===== config.mk =====
export PLATFORM = sky130hd
export DESIGN_NAME = ram_block_mover
export DESIGN_NICKNAME = d
export VERILOG_FILES = /design/src/rtl/ram_mover_pkg.sv /design/src/rtl/ram_mover_addr_gen.sv /design/src/rtl/ram_block_mover.sv
export SDC_FILE = /design/constraint.sdc
export NUM_CORES = 1
export LEC_CHECK = 0
export ABC_AREA = 0
export CELL_PAD_IN_SITES_DETAIL_PLACEMENT = 2
export CELL_PAD_IN_SITES_GLOBAL_PLACEMENT = 2
export CORE_MARGIN = 2
export CORE_UTILIZATION = 25
export DETAILED_ROUTE_END_ITERATION = 16
export GPL_TIMING_DRIVEN = 0
export PLACE_DENSITY = 0.73
export SLEW_MARGIN = 20
export SYNTH_ARGS = -nofsm -noshare
export SYNTH_HDL_FRONTEND = slang
export SYNTH_SLANG_ARGS = --single-unit

===== constraint.sdc =====
create_clock -name clock -period 2.7 [get_ports clock]
set_input_delay 0.54 -clock clock [delete_from_list [all_inputs] [get_ports clock]]
set_output_delay 0.54 -clock clock [all_outputs]
set_load 0.03 [all_outputs]

===== src/rtl/ram_mover_pkg.sv =====
// Shared definitions for the RAM block mover: op encodings, FSM state
// enum, default geometry and a small state-classification helper.
package ram_mover_pkg;

    localparam int unsigned DEF_ADDR_WIDTH = 5;
    localparam int unsigned DEF_DATA_WIDTH = 8;
    localparam int unsigned RAM_DEPTH      = 2 ** DEF_ADDR_WIDTH;

    typedef enum logic [1:0] {
        OP_FILL = 2'b00,
        OP_COPY = 2'b01,
        OP_SUM  = 2'b10,
        OP_RSVD = 2'b11
    } op_e;

    typedef enum logic [2:0] {
        ST_IDLE      = 3'd0,
        ST_FILL      = 3'd1,
        ST_COPY_RD   = 3'd2,
        ST_COPY_WR   = 3'd3,
        ST_SUM_RD    = 3'd4,
        ST_SUM_DRAIN = 3'd5,
        ST_FINISH    = 3'd6
    } state_e;

    // States in which an operation is still using the RAM.
    function automatic logic is_busy_state(input state_e s);
        return !(s == ST_IDLE || s == ST_FINISH);
    endfunction

endpackage


===== src/rtl/ram_mover_addr_gen.sv =====
// Source/destination pointers and remaining-word counter for the block mover.
// Pointers wrap modulo the RAM depth. The *_c outputs present the address to
// issue this cycle (the base values while loading, otherwise the pointers);
// a step advances the matching pointer past the issued address.
// Ports:
//   clock, reset          clock and synchronous active-high reset
//   load                  capture src_base/dst_base/count_base
//   step_src/dst/count    advance source, destination, decrement count
//   src_c, dst_c          address to issue this cycle
//   last_word_c           every counted word has been issued
module ram_mover_addr_gen
    import ram_mover_pkg::*;
#(
    parameter int unsigned ADDR_WIDTH = DEF_ADDR_WIDTH
) (
    input  logic                  clock,
    input  logic                  reset,
    input  logic                  load,
    input  logic [ADDR_WIDTH-1:0] src_base,
    input  logic [ADDR_WIDTH-1:0] dst_base,
    input  logic [ADDR_WIDTH:0]   count_base,
    input  logic                  step_src,
    input  logic                  step_dst,
    input  logic                  step_count,
    output logic [ADDR_WIDTH-1:0] src_c,
    output logic [ADDR_WIDTH-1:0] dst_c,
    output logic                  last_word_c
);

    localparam int unsigned CNT_WIDTH = ADDR_WIDTH + 1;

    logic [ADDR_WIDTH-1:0] src_q;
    logic [ADDR_WIDTH-1:0] dst_q;
    logic [CNT_WIDTH-1:0]  count_q;
    logic [CNT_WIDTH-1:0]  count_c;

    assign src_c       = load ? src_base   : src_q;
    assign dst_c       = load ? dst_base   : dst_q;
    assign count_c     = load ? count_base : count_q;
    assign last_word_c = (count_q == '0);

    // Natural binary overflow gives the modulo-depth wrap.
    always_ff @(posedge clock) begin
        if (reset) begin
            src_q   <= '0;
            dst_q   <= '0;
            count_q <= '0;
        end else begin
            src_q   <= src_c + ADDR_WIDTH'(step_src);
            dst_q   <= dst_c + ADDR_WIDTH'(step_dst);
            count_q <= count_c - CNT_WIDTH'(step_count);
        end
    end

endmodule


===== src/rtl/ram_block_mover.sv =====
// Block fill / copy / checksum initiator for a single-port synchronous RAM
// with one cycle of read latency. start/busy/done handshake to the control
// unit; err is held until the next accepted command.
// Build option: RAM_BLOCK_MOVER_SUM_EN compiles in the SUM operation and its
// accumulator; without it SUM is rejected as an error and result reads 0.
// Ports:
//   clock, reset                 clock and synchronous active-high reset
//   start, op, src_addr,
//   dst_addr, length, fill_value command, captured when start is accepted
//   busy, done, err, result      status back to the control unit
//   ram_write_enable,
//   ram_address, ram_data_in     RAM control/data pins
//   ram_data_out                 RAM registered read data
module ram_block_mover
    import ram_mover_pkg::*;
#(
    parameter int unsigned ADDR_WIDTH = DEF_ADDR_WIDTH,
    parameter int unsigned DATA_WIDTH = DEF_DATA_WIDTH
) (
    input  logic                  clock,
    input  logic                  reset,
    input  logic                  start,
    input  logic [1:0]            op,
    input  logic [ADDR_WIDTH-1:0] src_addr,
    input  logic [ADDR_WIDTH-1:0] dst_addr,
    input  logic [ADDR_WIDTH:0]   length,
    input  logic [DATA_WIDTH-1:0] fill_value,
    output logic                  busy,
    output logic                  done,
    output logic                  err,
    output logic [DATA_WIDTH-1:0] result,
    output logic                  ram_write_enable,
    output logic [ADDR_WIDTH-1:0] ram_address,
    output logic [DATA_WIDTH-1:0] ram_data_in,
    input  logic [DATA_WIDTH-1:0] ram_data_out
);

    localparam int unsigned LEN_WIDTH = ADDR_WIDTH + 1;
    localparam int unsigned DEPTH     = 2 ** ADDR_WIDTH;

    state_e state_q;
    state_e state_d;

    logic                  accept_c;
    logic                  cmd_err_c;
    logic                  len_zero_c;

    logic                  load;
    logic                  step_src;
    logic                  step_dst;
    logic                  step_count;
    logic [ADDR_WIDTH-1:0] src_c;
    logic [ADDR_WIDTH-1:0] dst_c;
    logic                  last_word_c;

    logic [DATA_WIDTH-1:0] fill_q;
    logic [DATA_WIDTH-1:0] fill_c;

    logic                  we_q;
    logic [ADDR_WIDTH-1:0] addr_q;
    logic [DATA_WIDTH-1:0] din_q;
    logic                  busy_q;
    logic                  done_q;
    logic                  err_q;

    logic                  we_d;
    logic [ADDR_WIDTH-1:0] addr_d;
    logic [DATA_WIDTH-1:0] din_d;
    logic                  busy_d;
    logic                  done_d;

    // Commands are taken in IDLE and also in FINISH so back-to-back
    // commands lose no cycle.
    assign accept_c   = start && (state_q == ST_IDLE || state_q == ST_FINISH);
    assign len_zero_c = (length == '0);
`ifdef RAM_BLOCK_MOVER_SUM_EN
    assign cmd_err_c  = (op == OP_RSVD) || (length > LEN_WIDTH'(DEPTH));
`else
    assign cmd_err_c  = (op == OP_RSVD) || (op == OP_SUM) || (length > LEN_WIDTH'(DEPTH));
`endif

    ram_mover_addr_gen #(
        .ADDR_WIDTH (ADDR_WIDTH)
    ) u_addr_gen (
        .clock       (clock),
        .reset       (reset),
        .load        (load),
        .src_base    (src_addr),
        .dst_base    (dst_addr),
        .count_base  (length),
        .step_src    (step_src),
        .step_dst    (step_dst),
        .step_count  (step_count),
        .src_c       (src_c),
        .dst_c       (dst_c),
        .last_word_c (last_word_c)
    );

    // State register.
    always_ff @(posedge clock) begin
        if (reset) begin
            state_q <= ST_IDLE;
        end else begin
            state_q <= state_d;
        end
    end

    // Next state; steps are issued together with the access they follow.
    // COPY counts words on the write, FILL and SUM on every access.
    always_comb begin
        state_d    = state_q;
        load       = 1'b0;
        step_src   = 1'b0;
        step_dst   = 1'b0;
        step_count = 1'b0;
        case (state_q)
            ST_IDLE, ST_FINISH: begin
                state_d = ST_IDLE;
                if (accept_c) begin
                    load = 1'b1;
                    if (cmd_err_c || len_zero_c) begin
                        state_d = ST_FINISH;
                    end else begin
                        case (op)
                            OP_FILL: begin
                                state_d    = ST_FILL;
                                step_dst   = 1'b1;
                                step_count = 1'b1;
                            end
                            OP_COPY: begin
                                state_d  = ST_COPY_RD;
                                step_src = 1'b1;
                            end
`ifdef RAM_BLOCK_MOVER_SUM_EN
                            OP_SUM: begin
                                state_d    = ST_SUM_RD;
                                step_src   = 1'b1;
                                step_count = 1'b1;
                            end
`endif
                            default: state_d = ST_FINISH;
                        endcase
                    end
                end
            end
            ST_FILL: begin
                if (last_word_c) begin
                    state_d = ST_FINISH;
                end else begin
                    step_dst   = 1'b1;
                    step_count = 1'b1;
                end
            end
            ST_COPY_RD: begin
                state_d    = ST_COPY_WR;
                step_dst   = 1'b1;
                step_count = 1'b1;
            end
            ST_COPY_WR: begin
                if (last_word_c) begin
                    state_d = ST_FINISH;
                end else begin
                    state_d  = ST_COPY_RD;
                    step_src = 1'b1;
                end
            end
`ifdef RAM_BLOCK_MOVER_SUM_EN
            ST_SUM_RD: begin
                if (last_word_c) begin
                    state_d = ST_SUM_DRAIN;
                end else begin
                    step_src   = 1'b1;
                    step_count = 1'b1;
                end
            end
            ST_SUM_DRAIN: state_d = ST_FINISH;
`endif
            default: state_d = ST_IDLE;
        endcase
    end

    // Output values for the state being entered; registered below.
    always_comb begin
        we_d   = 1'b0;
        addr_d = '0;
        din_d  = '0;
        fill_c = accept_c ? fill_value : fill_q;
        case (state_d)
            ST_FILL: begin
                we_d   = 1'b1;
                addr_d = dst_c;
                din_d  = fill_c;
            end
            ST_COPY_RD: addr_d = src_c;
            ST_COPY_WR: begin
                we_d   = 1'b1;
                addr_d = dst_c;
            end
            ST_SUM_RD:  addr_d = src_c;
            default: ;
        endcase
        busy_d = is_busy_state(state_d);
        done_d = (state_d == ST_FINISH);
    end

    always_ff @(posedge clock) begin
        if (reset) begin
            we_q   <= 1'b0;
            addr_q <= '0;
            din_q  <= '0;
            busy_q <= 1'b0;
            done_q <= 1'b0;
            err_q  <= 1'b0;
            fill_q <= '0;
        end else begin
            we_q   <= we_d;
            addr_q <= addr_d;
            din_q  <= din_d;
            busy_q <= busy_d;
            done_q <= done_d;
            if (accept_c) begin
                fill_q <= fill_value;
                err_q  <= cmd_err_c;
            end
        end
    end

`ifdef RAM_BLOCK_MOVER_SUM_EN
    logic                  rd_pend_q;
    logic [DATA_WIDTH-1:0] acc_q;

    // Read data arrives one cycle after its address; rd_pend_q marks it.
    always_ff @(posedge clock) begin
        if (reset) begin
            rd_pend_q <= 1'b0;
            acc_q     <= '0;
        end else begin
            rd_pend_q <= (state_q == ST_SUM_RD);
            if (accept_c) begin
                acc_q <= '0;
            end else if (rd_pend_q) begin
                acc_q <= acc_q + ram_data_out;
            end
        end
    end

    assign result = acc_q;
`else
    assign result = '0;
`endif

    assign busy             = busy_q;
    assign done             = done_q;
    assign err              = err_q;
    assign ram_address      = addr_q;
    // The RAM read register feeds the write port directly during COPY_WR,
    // so a word read in COPY_RD is written in the very next cycle.
    assign ram_data_in      = (state_q == ST_COPY_WR) ? ram_data_out : din_q;
    // Gate the write strobe with reset so the write in the reset cycle is dropped.
    assign ram_write_enable = we_q & ~reset;

endmodule


### Yosys cells after proc, flatten, opt, wreduce, memory -nomap -nowiden

Cells that the tools add are included.

| word-level totals | value |
|---|---|
| bits in registers | 44 |

| cells by class | value |
|---|---|
| add/subtract/negate cells | 3 |
| order comparisons | 1 |
| eq/ne operators | 12 |
| muxes and demuxes | 24 |
| bitwise operators | 3 |
| reduce and logical (&&, ||, !) cells | 16 |

Operators with widths:

| cell | count |
|---|---|
| $mux W8 | 2 |
| $eq A3 B2 Y1 const B | 4 |
| $logic_not A6 Y1 | 2 |
| $mux W3 | 4 |
| $pmux W3 S4 | 1 |
| $add A5 B1 Y5 | 2 |
| $mux W1 | 10 |
| $mux W5 | 2 |
| $pmux W5 S2 | 1 |
| $eq A3 B3 Y1 const B | 3 |
| $reduce_or A2 Y1 | 4 |
| $eq A3 B1 Y1 const B | 2 |
| $gt A6 B6 Y1 const B | 1 |
| $logic_not A3 Y1 | 2 |
| $mux W6 | 1 |
| $pmux W3 S2 | 1 |
| $sub A6 B1 Y6 | 1 |
| $logic_or A1 B1 Y1 | 5 |
| $eq A2 B2 Y1 const B | 2 |
| $pmux W1 S3 | 1 |
| $eq A2 B1 Y1 const B | 1 |
| $logic_not A2 Y1 | 1 |
| $not A1 Y1 | 2 |
| $pmux W1 S2 | 1 |
| other kinds (3) | 3 |

### Depth between registers and ports, before layout

Gate-level depths: netlist of the first run.

| logic depth | value |
|---|---|
| word-level depth | 10 |
| mapped depth | 12 |

### Modules after synthesis

From an unflattened synthesis of the first run, not the netlist that was laid out.

| unflattened totals | value |
|---|---|
| cells, all modules | 227 |
| area, all modules | 2157.1 sq um |

Modules (own cells, without submodules):

| module | times used | cells each | area each (sq um) |
|---|---|---|---|
| ram_block_mover | 1 | 135 | 1263.7 |
| ram_mover_addr_gen | 1 | 92 | 893.4 |

### Least setup slack after synthesis of the first run

No wires, ideal clock.

| path | value |
|---|---|
| kind | input -> register |
| start point | input length[1] |
| end point | register u_addr_gen.count_q[4] |
| setup time | 0.128 ns |
| arrival time | 2.592 ns |
| data required time | 2.572 ns |
| path slack | -0.020 ns |
| stages on the path | 11 |
| path buffers | 0 |
| cell sequence | or4_4 > o21a_4 > nor3_4 > nor2_4 > inv_2 > ha_1 > ha_1 > nand2_1 > mux2i_1 > xor2_1 > nor2_1 |

| between the ends | value |
|---|---|
| longest elaborated chain between the ends | 7 |
| elaborated cells between the ends (all ways) | 9 |
| those cells by class | add/sub (1); order compare (1); mux (4); reduce/logical (3) |

Ends and longest elaborated chain:

| element | line | source |
|---|---|---|
| start, declared | ram_block_mover.sv:26 | `input logic [ADDR_WIDTH:0] length,` |
| $gt A6 B6 Y1 | ram_block_mover.sv:79 | `assign cmd_err_c = (op == OP_RSVD) \|\| (op == OP_SUM) \|\| (length > LEN_WIDTH'(DEPTH));` |
| $logic_or A1 B1 Y1 | ram_block_mover.sv:79 |  |
| $logic_or A1 B1 Y1 | ram_block_mover.sv:121 | `if (cmd_err_c \|\| len_zero_c) begin` |
| $mux W1 | ram_block_mover.sv:121 |  |
| $mux W1 | ram_block_mover.sv:119 | `if (accept_c) begin` |
| $pmux W1 S3 | ram_block_mover.sv:116 | `case (state_q)` |
| $sub A6 B1 Y6 (*) | ram_mover_addr_gen.sv:51 | `count_q <= count_c - CNT_WIDTH'(step_count);` |
| end signal, assigned | ram_mover_addr_gen.sv:51 |  |
| end, declared | ram_mover_addr_gen.sv:34 | `logic [CNT_WIDTH-1:0] count_q;` |

Mark *: on every way between the ends. The rest lies on a longest branch, timed or not.
A chain may end at the register's enable or synchronous reset.

### Worst setup path in the final report of the first run

| path | value |
|---|---|
| start point | input op[0] |
| end point | register u_addr_gen.src_q[4] |

| between the ends | value |
|---|---|
| longest elaborated chain between the ends | 8 |
| elaborated cells between the ends (all ways) | 11 |
| those cells by class | add/sub (1); eq/ne (3); mux (4); reduce/logical (3) |

Ends and longest elaborated chain:

| element | line | source |
|---|---|---|
| start, declared | ram_block_mover.sv:23 | `input logic [1:0] op,` |
| $eq A2 B2 Y1 | ram_block_mover.sv:79 |  |
| $logic_or A1 B1 Y1 (2 in series) | ram_block_mover.sv:79 |  |
| $logic_or A1 B1 Y1 | ram_block_mover.sv:121 |  |
| $mux W1 (*) | ram_block_mover.sv:121 |  |
| $mux W1 (*) | ram_block_mover.sv:119 |  |
| $pmux W1 S2 (*) | ram_block_mover.sv:116 |  |
| $add A5 B1 Y5 (*) | ram_mover_addr_gen.sv:49 | `src_q <= src_c + ADDR_WIDTH'(step_src);` |
| end signal, assigned | ram_mover_addr_gen.sv:49 |  |
| end, declared | ram_mover_addr_gen.sv:32 | `logic [ADDR_WIDTH-1:0] src_q;` |

Marks and branches as above.

==> results of run 1 <==
-- Yosys cell counts (all sizes together) --
cell / n
dfxtp: 44
nand2: 26
nor2: 25
a21oi: 13
mux2i: 13
buf: 12
mux2: 12
nor3: 11
a22oi: 8
nand4: 8
clkbuf: 6
ha: 6
inv: 6
and3: 5
nor2b: 5
xor2: 5
o21ai: 4
or3: 4
nor3b: 3
o22ai: 3
o31ai: 3
nand3b: 2
xnor2: 2
a211oi: 1
a32oi: 1
conb: 1
nand2b: 1
nand3: 1
nor4: 1
nor4b: 1
nor4bb: 1
o21a: 1
o22a: 1
o311ai: 1
o32ai: 1
or4: 1
-- through the flow --
step                std cells  total power, mW   util
floorplan                 246             1.85      -
detailed placement        407             2.29  0.334
finish                    418             3.01  0.365
global route              418             3.24  0.365
CTS                       419             3.03  0.364
global placement          407             2.25  0.334
-- final timing paths --
check | slack, ns | from | to | depth (start not counted)
setup / recovery | 0.1 | op[0] | u_addr_gen.src_q[4] | 10
hold reg to reg | 0.46 | fill_q[4] | fill_q[4] | 2
setup reg to reg | 0.21 | state_q[1] | u_addr_gen.count_q[4] | 11
hold / removal | 0.46 | fill_q[4] | fill_q[4] | 2
-- critical path, cell delays in order --
cell             delay, ns
clkdlybuf4s50_1       0.56
nor4bb_1              0.36
o311ai_1              0.17
o22a_2                0.26
inv_1                 0.06
ha_1                  0.20
ha_1                  0.23
nand4_1               0.12
and3_1                0.20
nor3_1                0.11
-- placed cells by master (no fill, tap or decap), types with 8 or more instances in the layout --
cell type and n:
a22oi_1 8, nor2_1 24, nor3_1 9, buf_4 13, nand4_1 8, mux2i_1 12
conb_1 8, dfxtp_1 44, clkdlybuf4s50_1 39, nand2_1 26, mux2_2 12, a21oi_1 13
dlygate4sd2_1 14
-- sequential cells by signal, indices dropped and copies added (netlist names) --
signal	count
din_q	8
fill_q	8
u_addr_gen.count_q	6
ram_address	5
u_addr_gen.dst_q	5
u_addr_gen.src_q	5
state_q	3
busy	1
done	1
err	1
we_q	1
-- what timing repair did --
| item | CTS | global route |
|---|---|---|
| endpoints found under the setup margin | 23 | 6 |
| buffers inserted | 5 | 0 |
| resized for setup | 39 | 3 |
| pin swaps | 12 | 2 |
-- power by group --
group / switching [mW] / total (mW) / internal (mW)
clock network: 0.230 / 0.557 / 0.327
registers: 0.114 / 0.938 / 0.824
logic: 0.846 / 1.51 / 0.667
-- final cells by class --
| cell class | instances | area (um2) |
|---|---|---|
| timing repair buffer | 58 | 551 |
| fill | 970 | 5450 |
| buffer | 16 | 118 |
| inverter | 6 | 25.0 |
| tap | 108 | 135 |
| clock inverter | 1 | 30.0 |
| multi-input combinational | 178 | 1310 |
| clock buffer | 7 | 96.3 |
| sequential | 44 | 881 |
-- metal layers --
layer	global-route usage	vias up
met2	0.259	38
met5	0	-
met3	0.0237	8
met4	0.0481	0
met1	0.166	993
li1	-	970
-- cells by family after synthesis --
kind of cell | after synthesis | share of synthesized area
buffers and inverters | 24 | 0.0579
and+or+nand+nor | 95 | 0.231
adders and majority gates | 6 | 0.0344
DFF | 44 | 0.404
other | 1 | 0.00172
xor gates and xnor gates | 7 | 0.0281
AOI/OAI and AO/OA | 37 | 0.122
muxes | 25 | 0.122
==> key figures, run 1 <==
Yosys
  – Area contributors post-synth: dfxtp_1 (40%), mux2_2 (6.2%), mux2i_1 (6.0%)
  – Seq/Total Area, Yosys: 0.404
  – Yosys top cell area share: 0.404
  – Syn Std Cell Area: roughly 2200 um2
  – Ys Warns: 0
  – Cell variety after synth: 44
  – Gate count after technology mapping: 239
  – Cell taking the most area after synthesis: dfxtp_1
  – Synthesized area per cell: 9.13 um2
  – #FFs+latches synth: 44

Final layout
  – Layout area overhead: 43.9%
  – Ant diodes: 0
  – Layout cell share with drive strength beyond 1: 0.197
  – Nets: 352
  – Final Cell Area: 3140 um2

Pwr
  – Power Density: 958 nW/um2
  – Pleak: between 1 and 1.5 nW
  – VDD IR max: 0.235 mV

CTS
  – # H-tree levels: 2
  – TritonCTS clock tree: done
  – CTS buffer count: 5
  – Clk Tree Root Cell: clkbuf_8
  – CTS sink count: 44
  – Clock Path Buffers: 2
  – Post-CTS Hold Buffers: 0
  – Worst-Skew Late Latency: 0.30 ns
  – Clk slew on worst S/H paths: ~0.090 ns

Status
  – Status: finished, final reports clean

Flow run
  – Max Cap Viol: 0

Route
  – Vias/cell: 4.81
  – Post-route DRC: 0
  – Met2 wire len: 3410 um
  – WL/cell: 15.8 um
  – Final ANT Viol Nets: 0
  – DR WL met3: 228 um
  – Top Metal Used: met4
  – Vias: between 2000 and 2500
  – Initial DRC Count: 49
  – DRT Pass-1 Iters: 4
  – Post-Route WL: 6600 um
  – M1 WL: 2850 um

Timing
  – Endpoints failing setup: 0
  – PnR worst setup slack: slightly below 0.1 ns
  – Fmax: about 0.38 GHz
  – Setup TNS: 0 ns
  – Max_slew headroom: 0.512
  – Tmin final: 2.60 ns
  – Tcrit/Tclk final: 0.964
  – Final clock skew: 0.00724 ns
  – Worst-Margin Slew: 0.727 ns
  – Hold WS: 0.464 ns
  – Final Max Tran Viols: 0
  – Fin. Hold Viols: 0

Floorplanning
  – Top-Level Pins: 62
  – Die Wd: 97.4 um
  – Die Y: 97.4 um
  – Initial Util: 0.254
  – Row cnt: 34
  – Core area: 8590 um2
  – DIE AREA: ~9500 um2

GRT
  – First-pass GRT wire length: 10800 um
  – Grt total ovfl: 0
  – Vias in the first global route: 2148
  – Tot GR Track Use: 0.142
  – Largest net degree at the start of global routing: 14
  – Initial antenna violation count: 0

Setup path
  – Critical Path AT: 2.83 ns
  – Crit Path Category: in -> reg
  – CP Capture Type: flip-flop
  – CP Launch Type: primary input
  – Crit-path max FO: 3
  – Worst Path Required: 2.93 ns

Placed design
  – DP HPWL: 4930 um
  – Area after DPL: 2870 um2
  – Pre-CTS WS: -0.845 ns
  – GP Congestion: roughly 0.77
  – IO buf count: 53

Worst hold path
  – Hold WC Path Type: reg -> reg
No activity file was read; power rests on OpenSTA's default activity.
==> run 2, diff against run 1 <==
--- a/config.mk
+++ b/config.mk
@@ -10,6 +10,7 @@
 export CELL_PAD_IN_SITES_GLOBAL_PLACEMENT = 2
 export CORE_MARGIN = 2
 export CORE_UTILIZATION = 25
+export CTS_BUF_LIST = sky130_fd_sc_hd__clkbuf_16
 export DETAILED_ROUTE_END_ITERATION = 16
 export GPL_TIMING_DRIVEN = 0
 export PLACE_DENSITY = 0.73
==> key figures, run 2 (synthesis gave the netlist of run 1 again) <==
Timing
  – Hold WS: between 0.4 and 0.5 ns
  – Worst-Margin Slew: 0.679 ns
  – Tcrit/Tclk final: 0.960
  – Tmin final: around 2.6 ns
  – Max_slew headroom: 0.544
  – Final Max Tran Viols: 0
  – Fin. Hold Viols: 0
  – Endpoints failing setup: 0
  – Fmax: 0.386 GHz
  – PnR worst setup slack: 0.108 ns
  – Final clock skew: 0.00246 ns

Route
  – Post-Route WL: 6960 um
  – Vias: 2033
  – Post-route DRC: 0
  – Initial DRC Count: 53
  – DRT Pass-1 Iters: 4
  – WL/cell: approximately 16 um
  – Final ANT Viol Nets: 0
  – Vias/cell: 4.79

Floorplanning
  – DIE AREA: 9490 um2
  – Die Wd: 97.4 um
  – Row cnt: 34
  – Core area: 8590 um2
  – Die Y: 97.4 um
  – Top-Level Pins: 62
  – Initial Util: 0.254

Setup path
  – Crit Path Category: in -> reg
  – Worst Setup SP: op[0]
  – RR Startpoint: state_q[1]
  – Crit-path max FO: 3
  – CP Capture Type: flip-flop
  – Critical Path AT: 2.80 ns
  – Worst Path Required: 2.91 ns
  – CP Launch Type: primary input

CTS
  – Clock Path Buffers: 2
  – Worst-Skew Late Latency: 0.28 ns
  – Clk Tree Root Cell: clkbuf_16
  – TritonCTS clock tree: done
  – CTS sink count: 44
  – Post-CTS Hold Buffers: 0
  – CTS buffer count: 5
  – Clk slew on worst S/H paths: 0.06 ns
  – # H-tree levels: 2

Pwr
  – Power Density: around 1000 nW/um2
  – VDD IR max: 0.361 mV
  – Pleak: 1.29 nW

Placed design
  – GP Congestion: 0.767
  – Pre-CTS WS: -0.845 ns
  – DP HPWL: 4930 um
  – IO buf count: 53

GRT
  – Largest net degree at the start of global routing: 14
  – Initial antenna violation count: 0
  – Vias in the first global route: between 2000 and 2500
  – Grt total ovfl: 0
  – Tot GR Track Use: 0.149
  – First-pass GRT wire length: 11400 um

Final layout
  – Layout area overhead: 48.1%
  – Most frequent cells in the layout: dfxtp_1 (44), clkdlybuf4s50_1 (39), nand2_1 (26), nor2_1 (24), buf_4 (19)
  – Nets: 358
  – Largest regs: din_q x8, fill_q x8, u_addr_gen.count_q x6
  – Commonest non-fill, non-tap cell in the layout: dfxtp_1
  – # fillers: 946
  – Layout cell share with drive strength beyond 1: 0.212
  – Final Core Density: 0.376
  – Ant diodes: 0

Worst hold path
  – Hold WC Path Type: reg -> reg
  – Worst Hold Launch: fill_q[4]

Status
  – Status: finished, final reports clean

Flow run
  – Max Cap Viol: 0
[run 2: changes by cell type in the layout (fill, tap and decap cells not counted), moves of 2 or more]
| cell | change |
|---|---|
| clkbuf_16 | +5 |
| clkinv_1 | +2 |
| clkbuf_8 | -7 |
| buf_4 | +6 |
[run 2: cell type report]
class                   instances  area (um2)  area share
plain buffers                  16         118      0.0364
clock buffers                   5         125      0.0387
clock inverters                 3        37.5      0.0116
inverters                       6        25.0     0.00775
multi-input cells             178        1310       0.406
flip-flops and latches         44         881       0.273
well taps                     108         135      0.0418
repair buffers                 64         599       0.186
[run 2: critical path, cell delays in order]
cell	delay [ns]
clkdlybuf4s50_1	0.55
nor4bb_1	0.35
o311ai_1	0.16
o22a_2	0.26
inv_1	0.07
ha_1	0.20
ha_1	0.23
nand4_1	0.13
and3_1	0.19
nor3_1	0.11
[run 2: metrics by stage]
| step | TNS [ns] | instance area [um2] | cells | power (mW) |
|---|---|---|---|---|
| floorplan | 0 | 2210 | 246 | 1.85 |
| global placement | -9.26 | 2870 | 407 | 2.25 |
| detailed placement | -10.11 | 2870 | 407 | 2.29 |
| CTS | 0 | 3200 | 423 | 3.20 |
| global route | -0.0100 | 3230 | 424 | 3.45 |
| finish | 0 | 3230 | 424 | 3.22 |
[run 2: repair_timing]
item	4_1_cts	5_1_grt
pin swaps	12	4
buffers inserted	9	2
resized for setup	39	5
setup endpoints to repair	24	7
[run 2: final timing paths]
kind / slack (ns) / depth (start not counted) / endpoint
worst max register to register: 0.23 / 11 / u_addr_gen.count_q[4]
worst min register to register: 0.46 / 2 / fill_q[4]
worst max-delay path: 0.11 / 10 / u_addr_gen.src_q[4]
worst min-delay path: 0.46 / 2 / fill_q[4]
[run 2: per-layer routing]
layer  wire length (um)  global-route usage  up-vias
met3                224              0.0266        7
met4                106              0.0417        0
met5                  0                   0        -
met2               3670               0.277       41
met1               2970               0.175     1001
li1                   -                   -      984
[run 2: report_power, final]
part	internal [mW]	leakage [nW]	switching (mW)
clock network	0.430	0.0789	0.253
logic	0.712	0.855	0.882
registers	0.825	0.360	0.118
